==> config.mk <==
export PLATFORM = sky130hd
export DESIGN_NAME = pc_fetch_unit_flat
export DESIGN_NICKNAME = d
export VERILOG_FILES = /design/src/rtl/pc_fetch_unit_if.sv /design/src/rtl/pc_fetch_unit.sv /design/src/flat_wrapper.sv
export SDC_FILE = /design/constraint.sdc
export NUM_CORES = 1
export LEC_CHECK = 0
export CAP_MARGIN = 25
export CORE_UTILIZATION = 49
export CTS_CLUSTER_DIAMETER = 150
export DETAILED_ROUTE_END_ITERATION = 7
export PLACE_DENSITY = 0.82
export SLEW_MARGIN = 25
export SYNTH_ARGS = -nofsm -noshare
export SYNTH_HDL_FRONTEND = slang
export SYNTH_SLANG_ARGS = --single-unit
==> constraint.sdc <==
create_clock -name clk -period 2.6 [get_ports clk]
set_input_delay 0.39 -clock clk [delete_from_list [all_inputs] [get_ports clk]]
set_output_delay 0.39 -clock clk [all_outputs]
set_load 0.01 [all_outputs]
==> src/rtl/pc_fetch_unit_if.sv <==
// Fetch-address bus between the PC stage and instruction memory.
// The PC stage is the master; instruction memory answers with if_ready.
interface pc_fetch_unit_if;
  logic [31:0] if_addr;
  logic        if_valid;
  logic        if_ready;

  modport master (output if_addr, output if_valid, input if_ready);
  modport slave  (input if_addr, input if_valid, output if_ready);
endinterface

==> src/rtl/pc_fetch_unit.sv <==
// MIPS PC / next-address stage: holds the PC, forms branch and jump targets,
// and keeps one taken redirect buffered while fetch is blocked.
module pc_fetch_unit #(
  parameter logic [31:0] RESET_PC = 32'h0000_0000
) (
  input  logic                   clk,
  input  logic                   rst,
  input  logic [31:0]            branch_offset,
  input  logic [31:0]            branch_pc,
  input  logic                   branch_taken,
  input  logic                   jump,
  input  logic [25:0]            jump_index,
  input  logic                   stall,
  pc_fetch_unit_if.master        fetch,
  output logic [31:0]            pc_plus4,
  output logic                   redirected
);

  typedef enum logic [1:0] {BOOT, RUN, HOLD} state_t;

  state_t      state, state_nx;
  logic [31:0] pc, pc_nx;
  logic [31:0] pend_addr, pend_nx;
  logic        redir_nx;
  logic        valid;
  logic        fire;
  logic        req;
  logic [31:0] target;

  assign valid = (state != BOOT);
  assign fire  = valid & fetch.if_ready & ~stall;
  assign req   = jump | branch_taken;
  // Jump has priority over a simultaneously taken branch.
  assign target = jump ? {branch_pc[31:28], jump_index, 2'b00}
                       : branch_pc + branch_offset;

  assign fetch.if_addr  = pc;
  assign fetch.if_valid = valid;
  assign pc_plus4       = pc + 32'd4;

  always_ff @(posedge clk or posedge rst) begin
    if (rst) begin
      state      <= BOOT;
      pc         <= RESET_PC;
      pend_addr  <= '0;
      redirected <= 1'b0;
    end else begin
      state      <= state_nx;
      pc         <= pc_nx;
      pend_addr  <= pend_nx;
      redirected <= redir_nx;
    end
  end

  always_comb begin
    state_nx = state;
    pc_nx    = pc;
    pend_nx  = pend_addr;
    redir_nx = 1'b0;
    case (state)
      BOOT: state_nx = RUN;
      RUN: begin
        if (fire) begin
          if (req) begin
            pc_nx    = target;
            redir_nx = 1'b1;
          end else begin
            pc_nx = pc + 32'd4;
          end
        end else if (req) begin
          pend_nx  = target;
          state_nx = HOLD;
        end
      end
      HOLD: begin
        // A newer request supersedes the buffered one.
        if (fire) begin
          pc_nx    = req ? target : pend_addr;
          redir_nx = 1'b1;
          state_nx = RUN;
        end else if (req) begin
          pend_nx = target;
        end
      end
      default: state_nx = BOOT;
    endcase
  end

endmodule

==> src/flat_wrapper.sv <==
// flat-port wrapper written by rule: the top's interface ports become plain ports
module pc_fetch_unit_flat 
#(
  parameter logic [31:0] RESET_PC = 32'h0000_0000
)
  (clk, rst, branch_offset, branch_pc, branch_taken, jump, jump_index, stall, pc_plus4, redirected, fetch_if_addr, fetch_if_valid, fetch_if_ready);
  pc_fetch_unit_if fetch_i ();
  input  logic clk;
  input  logic rst;
  input  logic [31:0] branch_offset;
  input  logic [31:0] branch_pc;
  input  logic branch_taken;
  input  logic jump;
  input  logic [25:0] jump_index;
  input  logic stall;
  output logic [31:0] pc_plus4;
  output logic redirected;
  output wire logic [$bits(fetch_i.if_addr)-1:0] fetch_if_addr;
  output wire logic [$bits(fetch_i.if_valid)-1:0] fetch_if_valid;
  input wire logic [$bits(fetch_i.if_ready)-1:0] fetch_if_ready;
  assign fetch_if_addr = fetch_i.if_addr;
  assign fetch_if_valid = fetch_i.if_valid;
  assign fetch_i.if_ready = fetch_if_ready;
  pc_fetch_unit #(.RESET_PC(RESET_PC)) u_core (.clk(clk), .rst(rst), .branch_offset(branch_offset), .branch_pc(branch_pc), .branch_taken(branch_taken), .jump(jump), .jump_index(jump_index), .stall(stall), .fetch(fetch_i), .pc_plus4(pc_plus4), .redirected(redirected));
endmodule
Word level (Yosys, flattened, before mapping)
Index checks and enable logic that the tools add are counted.
{"block": "word_totals", "elab_cells": 38, "inputBits": 96, "out_inout_bits": 66, "regBits": 67}
{"block": "op_classes", "reduce_logical": 7, "addsub": 2, "muxes": 14, "n_bitwise": 5, "n_eq_ne": 6}
{"cell": "$mux W32", "count": 5}
{"cell": "$pmux W32 S2", "count": 1}
{"cell": "$add A32 B3 Y32 const B", "count": 1}
{"cell": "$add A32 B32 Y32", "count": 1}
{"cell": "$mux W2", "count": 3}
{"cell": "$ne A2 B1 Y1 const B", "count": 3}
{"cell": "$pmux W2 S3", "count": 1}
{"cell": "$reduce_and A3 Y1", "count": 2}
{"cell": "$reduce_bool A2 Y1", "count": 2}
{"cell": "$mux W1", "count": 3}
{"cell": "$and A1 B1 Y1", "count": 2}
{"cell": "$eq A2 B1 Y1 const B", "count": 1}
{"cell": "$eq A2 B2 Y1 const B", "count": 1}
{"cell": "$logic_not A2 Y1", "count": 1}
{"cell": "$ne A2 B2 Y1 const B", "count": 1}
{"cell": "$not A1 Y1", "count": 2}
{"cell": "$pmux W1 S2", "count": 1}
{"cell": "$reduce_and A2 Y1", "count": 1}
{"cell": "$reduce_or A2 Y1", "count": 1}
{"cell": "$or A1 B1 Y1", "count": 1}

Logic depth before layout (Yosys ltp)
{"block": "logic_depth", "word_depth": 5, "depth_mapped": 11, "mapped_depth_nobuf": 11}

Worst setup path after synthesis
No wires, ideal clock.
{"block": "synth_timing", "kind": "input -> register", "startpoint": "input port branch_offset[0]", "endpoint": "register u_core.pc[20], in the netlist u_core.fetch.if_addr[20]", "t_required_ns": 2.518, "arrival_ns": 2.413, "slack_ns": 0.105, "setup_ns": 0.082, "path_buffers": 0, "path_stages": 11, "path_cell_list": "ha_1 inv_1 fa_1 nand2b_1 a211oi_2 o21ai_0 a21oi_1 o2111ai_1 or3_1 and3_1 a31oi_1"}
{"block": "synth_via", "elab_chain_len": 5, "word_cells_on_any_way": 7, "cone_classes": "1 x add/sub; 6 x mux"}
{"item": "start: declaration", "line": "flat_wrapper.sv:10", "text": "input logic [31:0] branch_offset;"}
{"item": "$add A32 B32 Y32 *", "line": "pc_fetch_unit.sv:35", "text": ": branch_pc + branch_offset;"}
{"item": "$mux W32 *", "line": "pc_fetch_unit.sv:34", "text": "assign target = jump ? {branch_pc[31:28], jump_index, 2'b00}"}
{"item": "$mux W32, on equally long branches"}
{"item": "$mux W32, on equally long branches", "line": "pc_fetch_unit.sv:77, pc_fetch_unit.sv:63"}
{"item": "$pmux W32 S2 *", "line": "pc_fetch_unit.sv:60", "text": "case (state)"}
{"item": "end signal: assignment", "line": "pc_fetch_unit.sv:49", "text": "pc <= pc_nx;"}
{"item": "end: declaration", "line": "pc_fetch_unit.sv:22", "text": "logic [31:0] pc, pc_nx;"}
Every way passes the cells marked *; elsewhere a longest branch is shown, timed or not. The select of a mux whose other input is x is not followed.
A chain may end at the register's enable or synchronous reset.

Worst setup path in the final report
{"block": "layout_timing", "startpoint": "register u_core.pc[22], in the netlist u_core.fetch.if_addr[22]", "endpoint": "output port pc_plus4[27]"}
{"block": "layout_via", "elab_chain_len": 1}
{"item": "$add A32 B3 Y32", "line": "pc_fetch_unit.sv:39", "text": "assign pc_plus4 = pc + 32'd4;"}
{"item": "end: declaration", "line": "flat_wrapper.sv:16", "text": "output logic [31:0] pc_plus4;"}
Every way passes these cells.

==> metrics.md <==
| Metric | Value |
|---|---|
| RSZ-0062 raised after global routing | `true` |
| Failing checks | `setup timing` |
| CTS Hold Bufs | `0` |
| CP Cell Sequence | `and4_1 > nand4_1 > and3b_2 > buf_4 > xor2_1 > clkdlybuf4s15_1` |
| Syn Area/Cell | `8.05 um^2` |
| Routed vias | `7,212` |
| Min-Delay Path Class | `in2async` |
| Type of origin of the critical path | `flip-flop` |
| Site row count | `39` |
| Synth Instances | `711` |
| Clock tree buffer depth | `2` |
| Max-slew headroom | `54.6%` |
| Register bit total from synthesis | `67` |
| Die width | `110 um` |
| Clock sink count | `67` |
| Post-synth top area share | `29.3%` |
| Layout cell share with drive strength beyond 1 | `28.3%` |
| CP Data Required Time | `2210 ps` |
| Clock period minus worst slack | `2620 ps` |
| Worst setup path class | `reg2out` |
| Drt wl/cell | `20.2 um` |
| Comb pwr share | `63.1%` |
| Mapped Nets | `843` |
| Fin crit share | `101%` |
| Int Power | `5.14 mW` |
| Power per standard cell area | `967 mW/mm^2` |
| Leakage power total | `4.18 nW` |
| Status | `finished with violations` |
| Routed wire length | `23,400 um` |
| Worst R2R Setup Slack | `230 ps` |
| Post-DRT Antenna Nets | `0` |
| Vias in the first global route | `6,738` |
| Clock latency on the worst-skew pair | `340 ps` |
| Reg clk slew, reported paths | `50 ps` |
| Synth unique cells | `65` |
| Register area share after synthesis | `29.3%` |
| Layout area overhead | `63.7%` |
| Largest area contributor in the netlist | `dfrtp_1` |
| CTS root buf | `clkbuf_16` |
| Die area | `0.0121 mm^2` |
| TritonCTS Buffers | `9` |
| Commonest cells in the netlist | `nand2_1 (79), dfrtp_1 (67), nor2_1 (58)` |
| Worst Path Arrival | `2230 ps` |
| GRT overflow | `0` |
| Post-Syn Area | `0.00573 mm^2` |
| Sequential share of power | `22.5%` |
| H-tree levels | `3` |
| Worst slew pin tran | `673 ps` |
| Largest net degree at the start of global routing | `30` |
| Net switching power | `3.92 mW` |
| I/O pin total | `162` |
| Nets@finish | `1,142` |
| PortBufs | `161` |
| Largest cells by area after synthesis | `dfrtp_1 (29%), ha_1 (7.6%), nand2_1 (5.2%)` |
| Final WS setup | `-22.8 ps` |
| DPL Wire Length | `16,700 um` |
| # DRC | `0` |
| CP max FO | `4` |
| Most frequent cell after synthesis | `nand2_1` |
| Final setup violation count | `2` |
| Ys flop type | `dfrtp_1` |
| Core Footprint | `0.0114 mm^2` |
| Switching Fraction | `43.3%` |
| GRT Overall Usage | `36.4%` |
| Final Hold Viols | `0` |
| ANT cells | `0` |
| Max Fclk | `381 MHz` |
| Slew Viols, Final | `0` |
| Max VDD drop | `1.09 mV` |
| GPL Wtd Cong | `0.955` |
| CTS tree | `done` |
| Clock share of power | `14.4%` |
| First-pass detailed-route iteration total | `5` |
| CP Capture Type | `output port` |
| Initial Util | `50.1%` |
| Worst slack, placed | `-587 ps` |
| Ys Warns | `0` |
| First-pass GRT wire length | `33,500 um` |
| Setup Skew | `4.64 ps` |
| Number of fillers in the final layout | `693` |
| Max_cap viols | `0` |
| Initial DRC count | `944` |
| Initial antenna violation count | `0` |
| Finished Core Util | `82.1%` |
| Max stage delay cell, worst path | `and3b_2` |
| Asr flop ratio synth | `100%` |
| Detailed-route vias per instance | `6.23` |
| CP peak stage delay | `390 ps` |
| Total Power | `9.06 mW` |
| Number of flops mapped to enable cells by yosys | `0` |
| Die height | `110 um` |
path summary, 6_finish.rpt:
check,startpoint,endpoint,depth (start not counted)
worst max-delay path,u_core.fetch.if_addr[22]$_DFFE_PP0P_,pc_plus4[27],6
min in group clk,u_core.pend_addr[7]$_DFFE_PP0P_,u_core.pend_addr[7]$_DFFE_PP0P_,2
worst min-delay path,rst,u_core.fetch.if_addr[10]$_DFFE_PP0P_,2
worst min register to register,u_core.pend_addr[7]$_DFFE_PP0P_,u_core.pend_addr[7]$_DFFE_PP0P_,2
worst max register to register,u_core.fetch.if_addr[2]$_DFFE_PP0P_,u_core.fetch.if_addr[22]$_DFFE_PP0P_,13
max in group asynchronous,rst,u_core.fetch.if_addr[21]$_DFFE_PP0P_,3
power by group through the flow:
stage | Clock, mW | Combinational (mW) | Sequential, mW
2_1_floorplan | 0 | 2.48 | 2.09
3_3_place_gp | 0 | 5.21 | 1.93
3_5_place_dp | 0 | 5.38 | 1.98
4_1_cts | 1.30 | 5.40 | 1.98
5_1_grt | 1.34 | 6.13 | 2.08
6_report | 1.30 | 5.72 | 2.04
what timing repair did:
item	4_1_cts	5_1_grt
setup buffers	4	10
gates resized for setup	66	103
endpoints found under the setup margin	49	48
pin swaps	13	32
critical path: cells and delay by family (launching register included):
kind	cells	cell delay (ps)
flops	1	370
simple gates	3	980
xor+xnor	1	150
buf+inv	2	390
logic make-up after synthesis:
group,after synthesis,share of synthesized area [%]
AO/OA/AOI/OAI,249,28.8
AND/OR/NAND/NOR,244,20.9
flip-flops,67,29.3
buffers and inverters,57,3.93
XOR/XNOR,53,8.24
adder cells (fa/ha/maj),36,8.00
multiplexers,5,0.874
state kept, by name, indices dropped and copies added, names as in the netlist:
name,count
u_core.state,2
u_core.fetch.if_addr,32
u_core.pend_addr,32
u_core.redirected,1
metal layers:
layer  vias to the layer above  global-route usage (%)  wire, um
met5                         -                       0         0
met2                       486                    62.0     11300
met1                      3403                    46.2      8920
met3                       107                    6.88      2270
li1                       3216                       -         -
met4                         0                    12.6       868
metrics by stage:
| step | TNS [ps] | hold WS (ps) | instance area, um^2 | cells |
|---|---|---|---|---|
| detailed placement | -17220 | 462 | 8500 | 1128 |
| global route | -1360 | 502 | 9370 | 1157 |
| finish | -30.8 | 440 | 9370 | 1157 |
| CTS | -39.5 | 468 | 8940 | 1147 |
| global placement | -14210 | 454 | 8500 | 1128 |
| floorplan | 0 | 441 | 5730 | 711 |
cell usage in the layout, fill, tap and decap left out, drive strengths merged, types with 3 or more instances in the layout:
| master | n |
|---|---|
| ha | 35 |
| clkbuf | 23 |
| and3 | 12 |
| o22ai | 3 |
| a22o | 7 |
| clkdlybuf4s15 | 3 |
| nor2 | 58 |
| and4 | 6 |
| dlygate4sd2 | 7 |
| o21ai | 59 |
| or3 | 4 |
| and2 | 4 |
| nand2 | 79 |
| dfrtp | 67 |
| buf | 169 |
| a31oi | 27 |
| nand2b | 27 |
| a21o | 14 |
| o31a | 5 |
| o211ai | 23 |
| xor2 | 22 |
| a22oi | 17 |
| o31ai | 7 |
| mux2i | 5 |
| nor4 | 4 |
| o21a | 4 |
| nor2b | 7 |
| a211oi | 11 |
| o2111ai | 3 |
| xnor2 | 31 |
| a221oi | 3 |
| inv | 19 |
| a41oi | 5 |
| a21oi | 45 |
| dlymetal6s2s | 14 |
| clkdlybuf4s50 | 122 |
| nand4 | 9 |
| nor3 | 10 |
| nand3 | 20 |
final cells by class:
class / instances / area [um^2] / share of cell area (%)
clock buffer: 13 / 250 / 2.67
clock inverter: 2 / 60.1 / 0.641
inverter: 20 / 75.1 / 0.801
multi-input combinational: 587 / 4340 / 46.3
sequential: 67 / 1680 / 17.9
tap: 143 / 179 / 1.91
timing repair buffer: 325 / 2790 / 29.8
Power figures use the tool's default switching activity.
